`config.mk`:
```
export PLATFORM = sky130hd
export DESIGN_NAME = div_sched
export DESIGN_NICKNAME = d
export VERILOG_FILES = /design/src/rtl/div_sched.sv
export SDC_FILE = /design/constraint.sdc
export NUM_CORES = 1
export LEC_CHECK = 0
export BUFFER_PORTS_ARGS = -buffer_cell sky130_fd_sc_hd__buf_2
export CORE_AREA = 8 8 100 102
export CTS_BUF_LIST = sky130_fd_sc_hd__clkbuf_4
export CTS_CLUSTER_SIZE = 28
export DETAILED_ROUTE_END_ITERATION = 6
export DIE_AREA = 0 0 108 110
export GPL_TIMING_DRIVEN = 0
export PLACE_DENSITY = 0.5
export SYNTH_ARGS = -nofsm -noshare
export SYNTH_HDL_FRONTEND = slang
export SYNTH_SLANG_ARGS = --single-unit
```
`constraint.sdc`:
```
create_clock -name clk -period 3.7 [get_ports clk]
set_clock_uncertainty 0.2 [all_clocks]
set_input_delay 0.185 -clock clk [delete_from_list [all_inputs] [get_ports clk]]
set_output_delay 0.185 -clock clk [all_outputs]
set_load 0.02 [all_outputs]
```
`src/rtl/div_sched.sv`:
```
// Programmable clock divider with 50% duty for odd and even ratios.
// Ratio changes are queued and take effect only on a divided-period boundary.
module div_sched #(
  parameter int W     = 8,
  parameter int DEF_N = 7
) (
  input  logic         clk,
  input  logic         rst,
  input  logic         en,
  input  logic         cfg_valid,
  input  logic [W-1:0] cfg_n,
  output logic         cfg_ready,
  output logic         cfg_err,
  output logic [W-1:0] cur_n,
  output logic         clk_out,
  output logic         locked
);

  typedef enum logic [1:0] {
    ST_IDLE = 2'd0,
    ST_RUN  = 2'd1,
    ST_PEND = 2'd2
  } state_t;

  state_t       state_r;
  logic [W-1:0] cnt_r;
  logic [W-1:0] cur_n_r;
  logic [W-1:0] pend_n_r;
  logic         q_pos_r;
  logic         q_neg_r;
  logic         cfg_err_r;
  logic         cfg_ready_r;
  logic         locked_r;

  logic         accept_s;
  logic         legal_s;
  logic         last_s;
  logic [W-1:0] half_s;

  assign accept_s = cfg_valid & cfg_ready_r;
  assign legal_s  = (cfg_n >= W'(2));
  assign last_s   = (cnt_r == (cur_n_r - W'(1)));
  // ceil(cur_n/2): number of counts for which q_pos is high
  assign half_s   = {1'b0, cur_n_r[W-1:1]} + W'(cur_n_r[0]);

  // Controller FSM: counter, ratio bookkeeping and registered status outputs
  always_ff @(posedge clk or posedge rst) begin
    if (rst) begin
      state_r     <= ST_IDLE;
      cnt_r       <= W'(0);
      cur_n_r     <= W'(DEF_N);
      pend_n_r    <= W'(DEF_N);
      q_pos_r     <= 1'b0;
      cfg_err_r   <= 1'b0;
      cfg_ready_r <= 1'b1;
      locked_r    <= 1'b0;
    end else begin
      cfg_err_r <= accept_s & ~legal_s;
      case (state_r)
        ST_IDLE: begin
          cnt_r   <= W'(0);
          q_pos_r <= 1'b0;
          if (accept_s && legal_s) begin
            cur_n_r <= cfg_n;
          end
          if (en) begin
            state_r     <= ST_RUN;
            locked_r    <= 1'b1;
            cfg_ready_r <= 1'b1;
          end
        end
        ST_RUN, ST_PEND: begin
          // q_pos lags cnt by one edge, so the first rise follows the start edge
          q_pos_r <= (cnt_r < half_s);
          if (last_s) begin
            cnt_r <= W'(0);
            if (state_r == ST_PEND) begin
              cur_n_r <= pend_n_r;
            end
            if (!en) begin
              state_r     <= ST_IDLE;
              locked_r    <= 1'b0;
              cfg_ready_r <= 1'b1;
              if (state_r == ST_RUN && accept_s && legal_s) begin
                cur_n_r <= cfg_n;
              end
            end else if (state_r == ST_RUN && accept_s && legal_s) begin
              pend_n_r    <= cfg_n;
              state_r     <= ST_PEND;
              cfg_ready_r <= 1'b0;
            end else begin
              state_r     <= ST_RUN;
              cfg_ready_r <= 1'b1;
            end
          end else begin
            cnt_r <= cnt_r + W'(1);
            if (state_r == ST_RUN && accept_s && legal_s) begin
              pend_n_r    <= cfg_n;
              state_r     <= ST_PEND;
              cfg_ready_r <= 1'b0;
            end
          end
        end
        default: begin
          state_r     <= ST_IDLE;
          cnt_r       <= W'(0);
          q_pos_r     <= 1'b0;
          cfg_ready_r <= 1'b1;
          locked_r    <= 1'b0;
        end
      endcase
    end
  end

  // Half-cycle delayed copy of q_pos used to stretch odd ratios to 50% duty
  always_ff @(negedge clk or posedge rst) begin
    if (rst) begin
      q_neg_r <= 1'b0;
    end else begin
      q_neg_r <= q_pos_r;
    end
  end

  assign clk_out   = cur_n_r[0] ? (q_pos_r & q_neg_r) : q_pos_r;
  assign cfg_ready = cfg_ready_r;
  assign cfg_err   = cfg_err_r;
  assign cur_n     = cur_n_r;
  assign locked    = locked_r;

endmodule

```
Word-level counts from Yosys, hierarchy flattened
Index checks and enable logic that the tools add are counted.

Register bits after elaboration: 31. Input port bits: 12. Output and inout port bits: 12. Word-level logic and storage cells: 65.

$add $sub $neg: 3. $lt $le $gt $ge: 2. Equality and inequality tests: 9. Mux-type cells: 28. Bitwise logic cells: 4. Reductions and logical operators: 10.

Operator list (count): $mux W8 (10); $pmux W8 S2 (1); $mux W2 (5); $ne A2 B2 Y1 const B (5); $mux W1 (9); $add A7 B1 Y8 (1); $add A8 B1 Y8 const B (1); $eq A8 B8 Y1 (1); $ge A8 B2 Y1 const B (1); $lt A8 B8 Y1 (1); $sub A8 B1 Y8 const B (1); $reduce_and A3 Y1 (2); $pmux W1 S2 (2); $pmux W2 S2 (1); $reduce_and A2 Y1 (2); $and A1 B1 Y1 (3); $logic_and A1 B1 Y1 (3); $ne A3 B3 Y1 const B (1); $eq A2 B1 Y1 const B (1); $eq A2 B2 Y1 const B (1); $logic_not A2 Y1 (1); $reduce_bool A2 Y1 (1); $reduce_or A2 Y1 (1); $not A1 Y1 (1).

Longest topological paths before layout
Depth in word-level cells: 7. Gate-level depth with buffers: 10. Depth with buffers taken out: 9.

==> summary.txt <==
Status
  – Status: complete, no violations

Drt
  – DR vias/cell: 4.669
  – Post-Route WL: 4892 um
  – Initial DRC Count: 26
  – Wire per inst: 14.22 um
  – Via count: 1606
  – Initial DRT Pass Iterations: 4
  – Remaining DRCs: 0
  – Routed Antenna Nets: 0

Clock tree
  – CTS HTree Levels: 2
  – Post-CTS Setup Bufs: 0
  – TritonCTS Buffers: 5
  – Worst-path clk slew: 0.11 ns
  – Cts-stage hold buffer count: 9
  – CTS tree: yes
  – CTS max path bufs: 2
  – Root Driver: clkbuf_4
  – Cts repair resizes: 0
  – Clk Latency, worst-skew pair: 0.33 ns
  – CTS sink cnt: 31

Logic synthesis
  – Yosys top cell area share: 27.95%
  – Top cells by count, synth: dfrtp_1 (23), ha_1 (15), nor2_1 (12), xnor2_1 (11)
  – Seq/Total Area, Yosys: 38.09%
  – Yosys warnings: 0
  – Syn_area_per_cell: 10.62 um2
  – Number of flops mapped to enable cells by yosys: 0
  – Top post-synthesis cells by area: dfrtp_1 (28%), ha_1 (9.1%), dfstp_2 (8.9%)
  – Post-synth ARST share: 100.0%
  – Primary FF master, synth: dfrtp_1
  – Syn_nets: 221
  – Cell accounting for the most synthesized area: dfrtp_1
  – Mapped Cells: 194
  – Most frequent cell after synthesis: dfrtp_1
  – #FFs+latches synth: 31
  – Cell Area, Synth: 2059 um2
  – Yosys cell types: 47

Pwr
  – Sequential share of power: 32.4%
  – Logic pwr share: 57.8%
  – Leakage: 1.055 nW
  – VDD IR max: 170.9 uV
  – Internal power: 1.095 mW
  – Power per cell area: 796.9 nW/um2
  – Clk pwr share: 9.8%
  – Sw Share: 44.79%
  – Switch Pwr: 0.8887 mW

Place
  – Final HPWL DP: 3565 um
  – Area after DPL: 2310 um2
  – Dpl ws: 0.3197 ns
  – Routability cong.: 0.7329
  – Port-buffer cells: 23
  – Placed Cells: 325

Timing
  – RSZ-0062 raised after global routing: no
  – Worst Max-Slew Pin Slew: 0.7564 ns
  – Period minus WS final: 3.238 ns
  – Pins Over Slew Limit: 0
  – Fmax: 308.9 MHz
  – Final hold vios: 0
  – Total negative slack: 0 ns
  – Slew headroom: 48.91%
  – Tcrit/Tclk final: 87.51%
  – Fin worst setup slack: 0.4623 ns
  – Final count of negative-setup-slack endpoints: 0

Die
  – Starting density of the core: 24.33%
  – Die Wd: 108 um
  – Die Y: 110 um
  – I/O pin count: 24
  – Row Count: 34
  – Core Area: 8466 um2
  – Die Footprint: 11880 um2

Critical path
  – CP Max Fanout: 10
  – RR Startpoint: cur_n[0]
  – Crit path from: cfg_n[4]
  – Worst setup path end: cur_n[5]
  – Crit end category: register
  – Critical path class: input pin to register
  – Startpoint Class: input pin
  – FF-to-FF End: cur_n[5]
  – Reg2Reg Depth: 8
  – Worst EP arrival: 3.29 ns
  – R2R Setup Slk: 0.48 ns
  – Data required, critical path: 3.76 ns

Flow run
  – Max-cap viol count: 0

Global route
  – Largest net degree at the start of global routing: 32
  – First-pass GRT wire length: 8135 um
  – GRT Total Usage: 8.675%
  – Initial antenna violation count: 0
  – Vias in the first global route: 1645
  – Congestion Overflow GR: 0

Layout
  – Fin cells: 344
  – P&R area growth vs syn: 20.90%
  – N_diodes: 0
  – Nets: 262
  – Fin area: 2490 um2
  – Share of post-route cells with drive strength above 1: 24.58%

Min path
  – Hold Crit Class: input pin to register
how the worst min path moves through the flow:
stage | start | endpoint | slack [ns] | depth (start not counted)
global route | en | state_r[0] | 0.01 | 2
detailed placement | cfg_n[0] | pend_n_r[0] | 0.23 | 2
CTS | en | state_r[0] | 0.001 | 2
floorplan | rst | cfg_err | 0.08 | 1
finish | en | state_r[0] | 0.02 | 2
global placement | cfg_n[0] | pend_n_r[0] | 0.24 | 2
per-stage QoR:
stage	util (%)	total power [mW]	hold WS, ns
6_report	29.41	1.984	0.01694
5_1_grt	29.41	2.160	0.01030
4_1_cts	28.97	2.010	0.001070
3_5_place_dp	27.28	1.796	0.2348
3_3_place_gp	27.28	1.789	0.2387
2_1_floorplan	-	1.509	0.08330
cells by family after synthesis:
| logic type | after synthesis | synth area share [%] |
|---|---|---|
| compound gates | 42 | 17.50 |
| xor+xnor | 21 | 8.930 |
| fa+ha+maj | 15 | 9.113 |
| buf+inv | 18 | 4.009 |
| flops | 31 | 38.09 |
| mux | 8 | 5.833 |
| simple gates | 59 | 16.53 |
cell type report:
| class | instances | area (um2) |
|---|---|---|
| Fill cell | 888 | 5976 |
| Multi-Input combinational cell | 145 | 1192 |
| Sequential cell | 31 | 784.5 |
| Timing Repair Buffer | 34 | 242.7 |
| Tap cell | 108 | 135.1 |
| Buffer | 9 | 48.80 |
| Clock buffer | 5 | 37.54 |
| Inverter | 9 | 33.78 |
| Clock inverter | 3 | 15.01 |
placed cells by master, fill, tap and decap left out, drive strengths merged, types with 2 or more instances in the layout:
cell type,Yosys,final
o21a,3,3
a2bb2oi,9,9
a21oi,3,3
xnor2,11,11
nand2b,3,3
and3,7,7
buf,3,27
xor2,10,10
dfrtp,23,23
nand2,4,4
nor2,12,12
a32o,2,2
clkinv,0,3
or4,3,3
nor3,4,4
nor4,3,3
dfstp,7,7
clkbuf,6,11
inv,9,8
nand3,10,10
a221oi,2,2
ha,15,15
nand3b,9,9
dlygate4sd3,0,10
mux2,8,8
o21ai,10,10
a21o,2,2
registers in the layout, summed over array words and instances (netlist names):
name       count
cur_n          8
state_r        2
pend_n_r       8
cfg_err        1
locked         1
cfg_ready      1
q_pos_r        1
cnt_r          8
q_neg_r        1
per-layer routing:
layer  global-route usage [%]  vias up  routed length, um
met4                    3.072        0                 57
met3                    2.616        6                181
li1                         -      786                  -
met2                    13.78       17               2386
met1                    10.92      797               2267
met5                        0        -                  0
worst max-delay path: stages:
cell and delay, ns:
dlygate4sd3_1 0.53, buf_2 0.13, or4_1 0.58, o41ai_1 0.65
o21a_1 0.18, buf_1 0.34, clkbuf_1 0.34, o21ai_0 0.16
a2bb2oi_1 0.19
power by group through the flow:
stage	clock network, mW	registers (mW)	logic, mW
6_report	0.194	0.643	1.15
4_1_cts	0.208	0.648	1.15
5_1_grt	0.224	0.664	1.27
2_1_floorplan	0	0.669	0.841
3_5_place_dp	0	0.653	1.14
3_3_place_gp	0	0.654	1.14
No activity file was read; power rests on OpenSTA's default activity.
